### src/rtl/apb_sram_pkg.sv
// apb_sram_pkg: shared types and sizing helpers for the APB-to-SRAM bridges.
package apb_sram_pkg;
    typedef enum logic [1:0] {IDLE, WRITE, READ, RESP} state_e;

    localparam int RD_LAT_MAX = 4;

    function automatic int strb_count(input int dw);
        return dw / 8;
    endfunction

    function automatic int boff_width(input int dw);
        return $clog2(dw / 8);
    endfunction
endpackage

### src/rtl/apb_sram_addr_decode.sv
// apb_sram_addr_decode: maps an APB byte address onto an SRAM word address
// and flags out-of-window or misaligned accesses.
module apb_sram_addr_decode
    import apb_sram_pkg::*;
#(
    parameter int                    ADDR_WIDTH = 32,
    parameter int                    DATA_WIDTH = 32,
    parameter int                    MEM_DEPTH  = 1024,
    parameter logic [ADDR_WIDTH-1:0] BASE_ADDR  = '0
) (
    input  logic [ADDR_WIDTH-1:0]        paddr,
    output logic [$clog2(MEM_DEPTH)-1:0] word_addr,
    output logic                         err_range,
    output logic                         err_align
);
    localparam int NS   = strb_count(DATA_WIDTH);
    localparam int BOFF = boff_width(DATA_WIDTH);
    localparam int AW   = $clog2(MEM_DEPTH);

    logic [ADDR_WIDTH-1:0] offset;
    logic [ADDR_WIDTH-1:0] word;

    assign offset    = paddr - BASE_ADDR;
    assign word      = offset >> BOFF;
    assign word_addr = word[AW-1:0];
    assign err_range = (paddr < BASE_ADDR) || (word >= ADDR_WIDTH'(MEM_DEPTH));
    // Masking instead of slicing keeps this valid for byte-wide memories.
    assign err_align = (offset & ADDR_WIDTH'(NS - 1)) != '0;
endmodule

### src/rtl/apb4_to_sram.sv
// apb4_to_sram: APB4 completer in front of a single-port synchronous SRAM,
// with byte strobes, a relocatable window and configurable read latency.
module apb4_to_sram
    import apb_sram_pkg::*;
#(
    parameter int                    ADDR_WIDTH = 32,
    parameter int                    DATA_WIDTH = 32,
    parameter int                    MEM_DEPTH  = 1024,
    parameter logic [ADDR_WIDTH-1:0] BASE_ADDR  = '0,
    parameter int                    RD_LATENCY = 1
) (
    input  logic                         CLK,
    input  logic                         RST_N,
    input  logic                         PSEL,
    input  logic                         PENABLE,
    input  logic                         PWRITE,
    input  logic [ADDR_WIDTH-1:0]        PADDR,
    input  logic [DATA_WIDTH-1:0]        PWDATA,
    input  logic [DATA_WIDTH/8-1:0]      PSTRB,
    output logic [DATA_WIDTH-1:0]        PRDATA,
    output logic                         PREADY,
    output logic                         PSLVERR,
    output logic [$clog2(MEM_DEPTH)-1:0] SRAM_ADDR,
    output logic                         SRAM_CE,
    output logic [DATA_WIDTH/8-1:0]      SRAM_WE,
    output logic [DATA_WIDTH-1:0]        SRAM_WDATA,
    input  logic [DATA_WIDTH-1:0]        SRAM_RDATA
);
    localparam int NS = strb_count(DATA_WIDTH);
    localparam int AW = $clog2(MEM_DEPTH);
    localparam int CW = $clog2(RD_LAT_MAX + 1);

    state_e          state_q, state_d;
    logic [CW-1:0]   cnt_q, cnt_d;
    logic [DATA_WIDTH-1:0] prdata_q, prdata_d, wdata_q, wdata_d;
    logic            pready_q, pready_d, pslverr_q, pslverr_d, ce_q, ce_d;
    logic [AW-1:0]   addr_q, addr_d, word_addr;
    logic [NS-1:0]   we_q, we_d;
    logic            err_range, err_align;

    apb_sram_addr_decode #(
        .ADDR_WIDTH(ADDR_WIDTH),
        .DATA_WIDTH(DATA_WIDTH),
        .MEM_DEPTH (MEM_DEPTH),
        .BASE_ADDR (BASE_ADDR)
    ) u_decode (
        .paddr    (PADDR),
        .word_addr(word_addr),
        .err_range(err_range),
        .err_align(err_align)
    );

    always_comb begin
        state_d   = state_q;
        cnt_d     = cnt_q;
        prdata_d  = prdata_q;
        pready_d  = 1'b0;
        pslverr_d = 1'b0;
        addr_d    = addr_q;
        ce_d      = 1'b0;
        we_d      = '0;
        wdata_d   = wdata_q;
        case (state_q)
            IDLE: if (PSEL && !PENABLE) begin
                if (err_range || err_align) begin
                    state_d   = RESP;
                    pready_d  = 1'b1;
                    pslverr_d = 1'b1;
                    prdata_d  = '0;
                end else begin
                    state_d = PWRITE ? WRITE : READ;
                    cnt_d   = '0;
                    ce_d    = !PWRITE || (|PSTRB);
                    we_d    = PWRITE ? PSTRB : '0;
                    addr_d  = ce_d ? word_addr : addr_q;
                    wdata_d = ce_d ? PWDATA : wdata_q;
                end
            end
            WRITE: begin
                state_d  = PSEL ? RESP : IDLE;
                pready_d = PSEL;
            end
            READ: if (!PSEL) begin
                state_d = IDLE;
            end else if (cnt_q == CW'(RD_LATENCY)) begin
                state_d  = RESP;
                pready_d = 1'b1;
                prdata_d = SRAM_RDATA;
            end else begin
                cnt_d = cnt_q + 1'b1;
            end
            default: state_d = IDLE;
        endcase
    end

    always_ff @(posedge CLK or negedge RST_N) begin
        if (!RST_N) begin
            state_q   <= IDLE;
            cnt_q     <= '0;
            prdata_q  <= '0;
            pready_q  <= 1'b0;
            pslverr_q <= 1'b0;
            addr_q    <= '0;
            ce_q      <= 1'b0;
            we_q      <= '0;
            wdata_q   <= '0;
        end else begin
            state_q   <= state_d;
            cnt_q     <= cnt_d;
            prdata_q  <= prdata_d;
            pready_q  <= pready_d;
            pslverr_q <= pslverr_d;
            addr_q    <= addr_d;
            ce_q      <= ce_d;
            we_q      <= we_d;
            wdata_q   <= wdata_d;
        end
    end

    assign PRDATA     = prdata_q;
    assign PREADY     = pready_q;
    assign PSLVERR    = pslverr_q;
    assign SRAM_ADDR  = addr_q;
    assign SRAM_CE    = ce_q;
    assign SRAM_WE    = we_q;
    assign SRAM_WDATA = wdata_q;
endmodule

### config.mk
export PLATFORM = sky130hd
export DESIGN_NAME = apb4_to_sram
export DESIGN_NICKNAME = d
export VERILOG_FILES = /design/src/rtl/apb_sram_pkg.sv /design/src/rtl/apb_sram_addr_decode.sv /design/src/rtl/apb4_to_sram.sv
export SDC_FILE = /design/constraint.sdc
export NUM_CORES = 1
export LEC_CHECK = 0
export ABC_AREA = 1
export CAP_MARGIN = 40
export CORE_MARGIN = 4
export CORE_UTILIZATION = 37
export CTS_CLUSTER_DIAMETER = 100
export DETAILED_ROUTE_END_ITERATION = 8
export GPL_TIMING_DRIVEN = 0
export PLACE_DENSITY = 0.86
export SKIP_LAST_GASP = 1
export SLEW_MARGIN = 20
export SYNTH_ARGS = -nofsm -noshare
export SYNTH_HDL_FRONTEND = slang
export SYNTH_SLANG_ARGS = --single-unit
export TNS_END_PERCENT = 10
### constraint.sdc
create_clock -name CLK -period 1.6 [get_ports CLK]
set_input_delay 0.32 -clock CLK [delete_from_list [all_inputs] [get_ports CLK]]
set_output_delay 0.32 -clock CLK [all_outputs]
set_load 0.05 [all_outputs]
==> results of run 1 <==
[cells by family (layout without fill, tap and decap cells)]
| kind of cell | after synthesis | in the layout | synth area share (%) |
|---|---|---|---|
| fa+ha+maj | 6 | 6 | 1.94 |
| compound gates | 81 | 81 | 13.9 |
| buf+inv | 32 | 257 | 5.09 |
| xor+xnor | 1 | 1 | 0.227 |
| flops | 86 | 86 | 55.7 |
| simple gates | 212 | 213 | 23.1 |
[path summary, 6_finish.rpt]
kind / start / endpoint / slack, ns
setup reg to reg: state_q[0] / PRDATA[6] / -0.23
hold reg to reg: PRDATA[10] / PRDATA[10] / 0.49
max in group asynchronous: RST_N / SRAM_WDATA[6] / 0.44
hold / removal: PRDATA[10] / PRDATA[10] / 0.49
min in group asynchronous: RST_N / PRDATA[10] / 0.51
setup / recovery: SRAM_ADDR[7] / SRAM_ADDR[7] / -0.27
[timing repair]
action | 4_1_cts | 5_1_grt
cloned | 0 | 5
pin swaps | 0 | 10
endpoints found under the setup margin | 155 | 159
hold buffers | 1 | 0
resized for setup | 24 | 96
buffers inserted | 0 | 18
hold endpoints to repair | 42 | 0
[layer usage]
metal	routed length [um]	global-route usage [%]
met1	4470	21.4
met2	5990	31.8
met3	934	5.36
met4	170	5.80
met5	0	0
[placed cells by master, fill, tap and decap left out, types with 4 or more instances in the layout]
| master | Yosys | layout |
|---|---|---|
| sky130_fd_sc_hd__buf_4 | 0 | 17 |
| sky130_fd_sc_hd__buf_6 | 10 | 18 |
| sky130_fd_sc_hd__clkbuf_1 | 11 | 4 |
| sky130_fd_sc_hd__clkbuf_8 | 0 | 10 |
| sky130_fd_sc_hd__clkdlybuf4s15_1 | 0 | 9 |
| sky130_fd_sc_hd__clkdlybuf4s50_1 | 0 | 168 |
| sky130_fd_sc_hd__dfrtp_1 | 86 | 86 |
| sky130_fd_sc_hd__dlygate4sd2_1 | 0 | 6 |
| sky130_fd_sc_hd__ha_1 | 6 | 4 |
| sky130_fd_sc_hd__inv_1 | 8 | 7 |
| sky130_fd_sc_hd__nand2_1 | 175 | 157 |
| sky130_fd_sc_hd__nand2_2 | 2 | 17 |
| sky130_fd_sc_hd__nand2_4 | 2 | 4 |
| sky130_fd_sc_hd__nand3_1 | 4 | 4 |
| sky130_fd_sc_hd__nor2_1 | 15 | 15 |
| sky130_fd_sc_hd__nor2_4 | 2 | 5 |
| sky130_fd_sc_hd__o21ai_0 | 46 | 31 |
| sky130_fd_sc_hd__o21ai_1 | 0 | 5 |
| sky130_fd_sc_hd__o21ai_2 | 32 | 42 |
[worst register-to-register path, stage by stage, from the launching register on]
cell                       delay (ns)
sky130_fd_sc_hd__dfrtp_1         0.43
sky130_fd_sc_hd__inv_2           0.09
sky130_fd_sc_hd__ha_2            0.17
sky130_fd_sc_hd__buf_6           0.11
sky130_fd_sc_hd__inv_2           0.05
sky130_fd_sc_hd__nand2_1         0.08
sky130_fd_sc_hd__o211ai_2        0.11
sky130_fd_sc_hd__a21oi_2         0.17
sky130_fd_sc_hd__nand2_4         0.11
sky130_fd_sc_hd__buf_4           0.17
sky130_fd_sc_hd__buf_4           0.13
sky130_fd_sc_hd__nand2_1         0.06
sky130_fd_sc_hd__o21ai_2         0.05
[power by group]
part           total (mW)  leakage, nW  switching [mW]  internal [mW]
combinational        5.14         1.79            3.21           1.93
sequential           2.90         1.18           0.275           2.62
clock                1.59        0.103           0.817          0.777
[state kept, by name, summed over array words and instances (netlist names)]
name        cells
state_q         2
SRAM_CE         1
PREADY          1
SRAM_WDATA     32
cnt_q           3
SRAM_ADDR      10
PRDATA         32
PSLVERR         1
SRAM_WE         4
[through the flow]
stage                     hold WS [ns]  setup WS [ns]
after global placement           0.464          -2.78
final                            0.485         -0.273
after floorplan                 0.0244        0.00225
after CTS                        0.475         -0.271
after global routing             0.478         -0.343
after detailed placement         0.351         -0.447
[area by class of cell]
type | count | area, um^2
buffer | 22 | 203
multi-input combinational | 301 | 1660
clock inverter | 6 | 68.8
clock buffer | 10 | 138
tap | 136 | 170
sequential | 86 | 2150
fill | 817 | 3740
inverter | 10 | 40.0
timing repair buffer | 209 | 2060
==> flow_summary.rst, run 1 <==
.. list-table::
   :header-rows: 1

   * - Metric
     - Value
   * - Crit. End Element
     - output port
   * - Maximum number of pins on one net before global-route repair
     - 45
   * - Crit Path Category
     - flop to output port
   * - Status
     - finished with violations
   * - Buf/Inv on CP
     - 1
   * - Routed wire per std cell
     - 14.8 um
   * - Data arrival time of the critical path
     - 1.55 ns
   * - Share of the cycle needed by the critical path after routing
     - 117%
   * - Via count
     - between 3k and 4k
   * - Transition time of the tightest slew-check pin
     - 0.580 ns
   * - Number of global-route vias before repair
     - about 3.7k
   * - Share of post-route cells with drive strength above 1
     - a little over a fifth
   * - Total of warnings raised by yosys
     - 0
   * - Port Buffer Count
     - 185
   * - Number of cells in the design after placement
     - 740
   * - Total routed wirelength
     - 11.6 mm
   * - Synth top area share
     - 55.7%
   * - Top FF cell, synth
     - sky130_fd_sc_hd__dfrtp_1
   * - Total power
     - 9.63 mW
   * - Total number of cells along the worst setup path
     - 1
   * - Critical path, cell by cell
     - clkdlybuf4s50_1
   * - Die span in x
     - 110 um
   * - Post-synthesis instance total
     - 418
   * - VDD IR-drop max
     - between 0.0008 and 0.0009 V
   * - Antenna violations before repair
     - 0
   * - Min-Delay Path Depth
     - 2
   * - Slew HR
     - about three fifths
   * - Power density cells
     - 1480 mW/mm^2
   * - Crit-path max FO
     - 2
   * - Number of unique standard cell types used by synthesis
     - 27
   * - Cell area reported after detailed placement
     - 0.00591 mm^2
   * - Top post-synthesis cells by count
     - 175 x sky130_fd_sc_hd__nand2_1, 86 x sky130_fd_sc_hd__dfrtp_1, 46 x sky130_fd_sc_hd__o21ai_0
   * - TritonCTS clock tree
     - done
   * - Area of the mapped netlist
     - 0.00386 mm^2
   * - Worst hold-check path type
     - flop to flop
   * - Pre-Repair DR Iteration Count
     - 4
   * - Worst r2r path cells
     - 12
   * - Number of diodes
     - 0
   * - Reported leakage power
     - 3.07 nW
   * - Post-route antenna net violation count
     - 0
   * - Flip-flop and latch count after synthesis
     - 86
   * - Failing checks
     - negative setup slack
   * - Die outline area
     - ~0.012 mm^2
   * - Number of hold violations in the final report
     - 0
   * - Clock buffer depth
     - 2
   * - DRC violations left
     - 0
   * - Max Clock Freq
     - 534 MHz
   * - Layout net count
     - 750
   * - Die height
     - between 100 and 150 um
   * - Fraction of registers with async set/reset
     - between 90% and 100%
   * - Starting Density
     - a little under two fifths
   * - Clock tree skew after final layout
     - 0.00988 ns
   * - Largest area contributor in the netlist
     - sky130_fd_sc_hd__dfrtp_1
   * - Overall overflow remaining after global route
     - 0
   * - Non-filler cells, final
     - 780
   * - Post-detailed-route via-to-cell ratio
     - 4.72
   * - First-pass GRT wire length
     - about 17 mm
   * - Number of placed I/O pins
     - 186
   * - Most used standard cell by instance count after synthesis
     - sky130_fd_sc_hd__nand2_1
   * - Clk root buf
     - sky130_fd_sc_hd__clkbuf_8
   * - Pins Over Slew Limit
     - 0
   * - Final setup TNS
     - -22.67 ns
   * - Critical Path Source Type
     - flop
   * - Overall track demand over capacity in global routing
     - between 10% and 20%
   * - Number of H-tree branching levels
     - 3
   * - Number of max-cap violations
     - 0
   * - Latest clock arrival within the worst-skew pair
     - 0.35 ns
   * - Sum of net half-perimeters after detailed placement
     - ~8.5 mm
   * - Final design instance area without fill
     - 0.00649 mm^2
   * - Kind of cell with the highest combined delay on the critical path
     - buffers and inverters
   * - Total CTS buffers
     - 9
   * - Iter 0 DRT Violations
     - approximately 170
   * - Area of the core region
     - 0.0102 mm^2
   * - Main area contributors after synthesis
     - sky130_fd_sc_hd__dfrtp_1 56%, sky130_fd_sc_hd__nand2_1 17%, sky130_fd_sc_hd__o21ai_2 7.3%, sky130_fd_sc_hd__o21ai_0 6.0%, sky130_fd_sc_hd__buf_6 2.9%
   * - Sequential cell area fraction in the yosys report
     - 55.7%
   * - Avg Synthesized Cell Area
     - 9.24 um^2
   * - Synthesized netlist net count
     - 529
   * - Core Rows
     - 37
   * - Worst-path clk slew
     - 0.09 ns
   * - Area added between synthesis and finish
     - 68.0%
   * - Shortest clock period the worst path allows after layout
     - 1.87 ns
   * - Setup repair after global routing missed its margin
     - true
   * - Number of enable flip-flop cells after synthesis
     - 0
   * - Routability congestion estimate
     - 0.762
   * - Fin worst setup slack
     - -0.273 ns
   * - Required time at the endpoint of the critical path
     - 1.28 ns
   * - Count of final setup violators
     - about 140
   * - Slowest cell on crit path
     - sky130_fd_sc_hd__clkdlybuf4s50_1
   * - Max stage delay on crit path
     - 0.82 ns
   * - Clock sink count
     - 86
   * - Final core area utilization
     - 63.4%
Note: power is estimated with default switching activity, not from simulation.
==> run 2: changes to the inputs <==
- PLACE_DENSITY: 0.86 -> 0.85
==> flow_summary.rst, run 2 (synthesized netlist as in run 1, its figures left out) <==
.. list-table::
   :header-rows: 1

   * - Metric
     - Value
   * - Crit Path Category
     - flop to output port
   * - Worst hold-check path type
     - input port to flop
   * - Area of the core region
     - 0.0102 mm^2
   * - Buf/Inv on CP
     - 1
   * - VDD IR-drop max
     - 0.000986 V
   * - Die height
     - roughly 110 um
   * - Setup repair after global routing missed its margin
     - true
   * - Number of H-tree branching levels
     - 3
   * - Overall track demand over capacity in global routing
     - 17.7%
   * - Status
     - finished with violations
   * - Clk root buf
     - sky130_fd_sc_hd__clkbuf_8
   * - Count of final setup violators
     - 107
   * - Slew HR
     - between 60% and 70%
   * - GR met1 Demand/Resource
     - about 20%
   * - Antenna violations before repair
     - 0
   * - Leading cell types in the layout, fill and taps excluded
     - 168 x sky130_fd_sc_hd__nand2_1, 146 x sky130_fd_sc_hd__clkdlybuf4s50_1, 86 x sky130_fd_sc_hd__dfrtp_1
   * - Post-detailed-route via-to-cell ratio
     - about 4.7
   * - Routability congestion estimate
     - 0.753
   * - Critical path, cell by cell
     - clkdlybuf4s50_1
   * - Routed wire per std cell
     - around 15 um
   * - Total routed wirelength
     - 11.3 mm
   * - Starting Density
     - 37.8%
   * - Clock buffer depth
     - 2
   * - Most crowded layer after global routing
     - met2
   * - Most common cell after layout, fill and taps aside
     - sky130_fd_sc_hd__nand2_1
   * - Final design instance area without fill
     - 0.00643 mm^2
   * - Pre-Repair DR Iteration Count
     - 4
   * - Via count
     - 3591
   * - Worst-path clk slew
     - about 0.080 ns
   * - Area used by multi-input combinational logic
     - about 0.0016 mm^2
   * - Cell area reported after detailed placement
     - around 0.0059 mm^2
   * - Required time at the endpoint of the critical path
     - 1.28 ns
   * - Data arrival time of the critical path
     - roughly 1.5 ns
   * - Post-route antenna net violation count
     - 0
   * - Kind of cell with the highest combined delay on the critical path
     - buffers and inverters
   * - Number of placed I/O pins
     - 186
   * - Number of max-cap violations
     - 0
   * - Reported leakage power
     - 3.24 nW
   * - Layout net count
     - around 740
   * - Fin worst setup slack
     - -0.256 ns
   * - Crit. End Element
     - output port
   * - Pins Over Slew Limit
     - 0
   * - Number of diodes
     - 0
   * - Total CTS buffers
     - 9
   * - Max stage delay on crit path
     - 0.82 ns
   * - Transition time of the tightest slew-check pin
     - about 0.57 ns
   * - Max Clock Freq
     - 539 MHz
   * - Port Buffer Count
     - 185
   * - TritonCTS clock tree
     - done
   * - Die outline area
     - between 0.01 and 0.015 mm^2
   * - Number of global-route vias before repair
     - between 3k and 4k
   * - Final setup TNS
     - -19.53 ns
   * - Clock sink count
     - 86
   * - Number of hold violations in the final report
     - 0
   * - Share of the cycle needed by the critical path after routing
     - 116%
   * - Core Rows
     - 37
   * - Final core area utilization
     - 62.9%
   * - Slowest cell on crit path
     - sky130_fd_sc_hd__clkdlybuf4s50_1
   * - First-pass GRT wire length
     - around 17 mm
   * - Area added between synthesis and finish
     - 66.5%
   * - Die span in x
     - 110 um
   * - Sum of net half-perimeters after detailed placement
     - 8.30 mm
   * - DRC violations left
     - 0
   * - Sequential cell area
     - 0.00215 mm^2
   * - Critical Path Source Type
     - flop
   * - Iter 0 DRT Violations
     - 142
   * - Layout fillers
     - 858
   * - Power density cells
     - between 1000 and 1500 mW/mm^2
   * - Failing checks
     - negative setup slack
   * - Clock tree skew after final layout
     - 0.0133 ns
   * - Met2 track demand over resource
     - 31.0%
   * - Met3 Resource Use GR
     - just over 6%
   * - Shortest clock period the worst path allows after layout
     - 1.86 ns
   * - Maximum number of pins on one net before global-route repair
     - 47
   * - Crit-path max FO
     - 2
   * - Share of post-route cells with drive strength above 1
     - 16.9%
   * - Overall overflow remaining after global route
     - 0
   * - Latest clock arrival within the worst-skew pair
     - 0.35 ns
[run 2: cell count changes in the layout (fill, tap and decap cells not counted), sizes merged]
cell,change
bufinv,+2
dlygate4sd2,+8
clkbuf,+4
dlymetal6s2s,+22
clkdlybuf4s50,-22
clkdlybuf4s15,-8
buf,-12
clkinv,-1
inv,-2
[run 2: path summary, 6_finish.rpt]
path,slack [ns],endpoint,start,depth (start not counted)
setup reg to reg,-0.18,PRDATA[28],state_q[0],11
hold reg to reg,0.49,PRDATA[3],PRDATA[3],2
hold / removal,0.49,SRAM_WE[1],PADDR[29],6
max in group asynchronous,0.47,PRDATA[3],RST_N,3
min in group asynchronous,0.51,PRDATA[11],RST_N,2
setup / recovery,-0.26,PRDATA[8],PRDATA[8],1
[run 2: through the flow]
stage | instances | setup slack (ns) | power [mW] | hold slack, ns
2_1_floorplan | 418 | 0.00225 | 6.16 | 0.0244
3_3_place_gp | 739 | -2.81 | 7.59 | 0.464
3_5_place_dp | 740 | -0.444 | 7.76 | 0.346
4_1_cts | 757 | -0.266 | 9.57 | 0.481
5_1_grt | 771 | -0.321 | 10.2 | 0.494
6_report | 771 | -0.256 | 9.64 | 0.485
[run 2: area by class of cell]
type                    count  area share [%]
plain buffers              22            2.94
clock inverters             5            1.65
clock buffers              11            2.20
well taps                 136            2.65
repair buffers            200            32.0
inverters                  10           0.623
flip-flops and latches     86            33.5
multi-input cells         301            24.5
[run 2: metal layers]
layer,up-vias,wire (um)
li1,1760,-
met1,1671,4350
met2,138,5630
met3,22,1070
met4,0,206
met5,-,0
[run 2: power breakdown]
| part | leakage (nW) | internal (mW) | switching (mW) | total (mW) |
|---|---|---|---|---|
| Clock | 0.120 | 1.08 | 0.780 | 1.86 |
| Sequential | 1.18 | 2.63 | 0.259 | 2.88 |
| Combinational | 1.94 | 1.74 | 3.15 | 4.89 |
[run 2: timing repair]
item	CTS	global route
hold endpoints to repair	40	0
resized for setup	16	74
endpoints found under the setup margin	153	159
hold buffers	1	0
pin swaps	0	24
cloned	0	4
buffers inserted	0	10
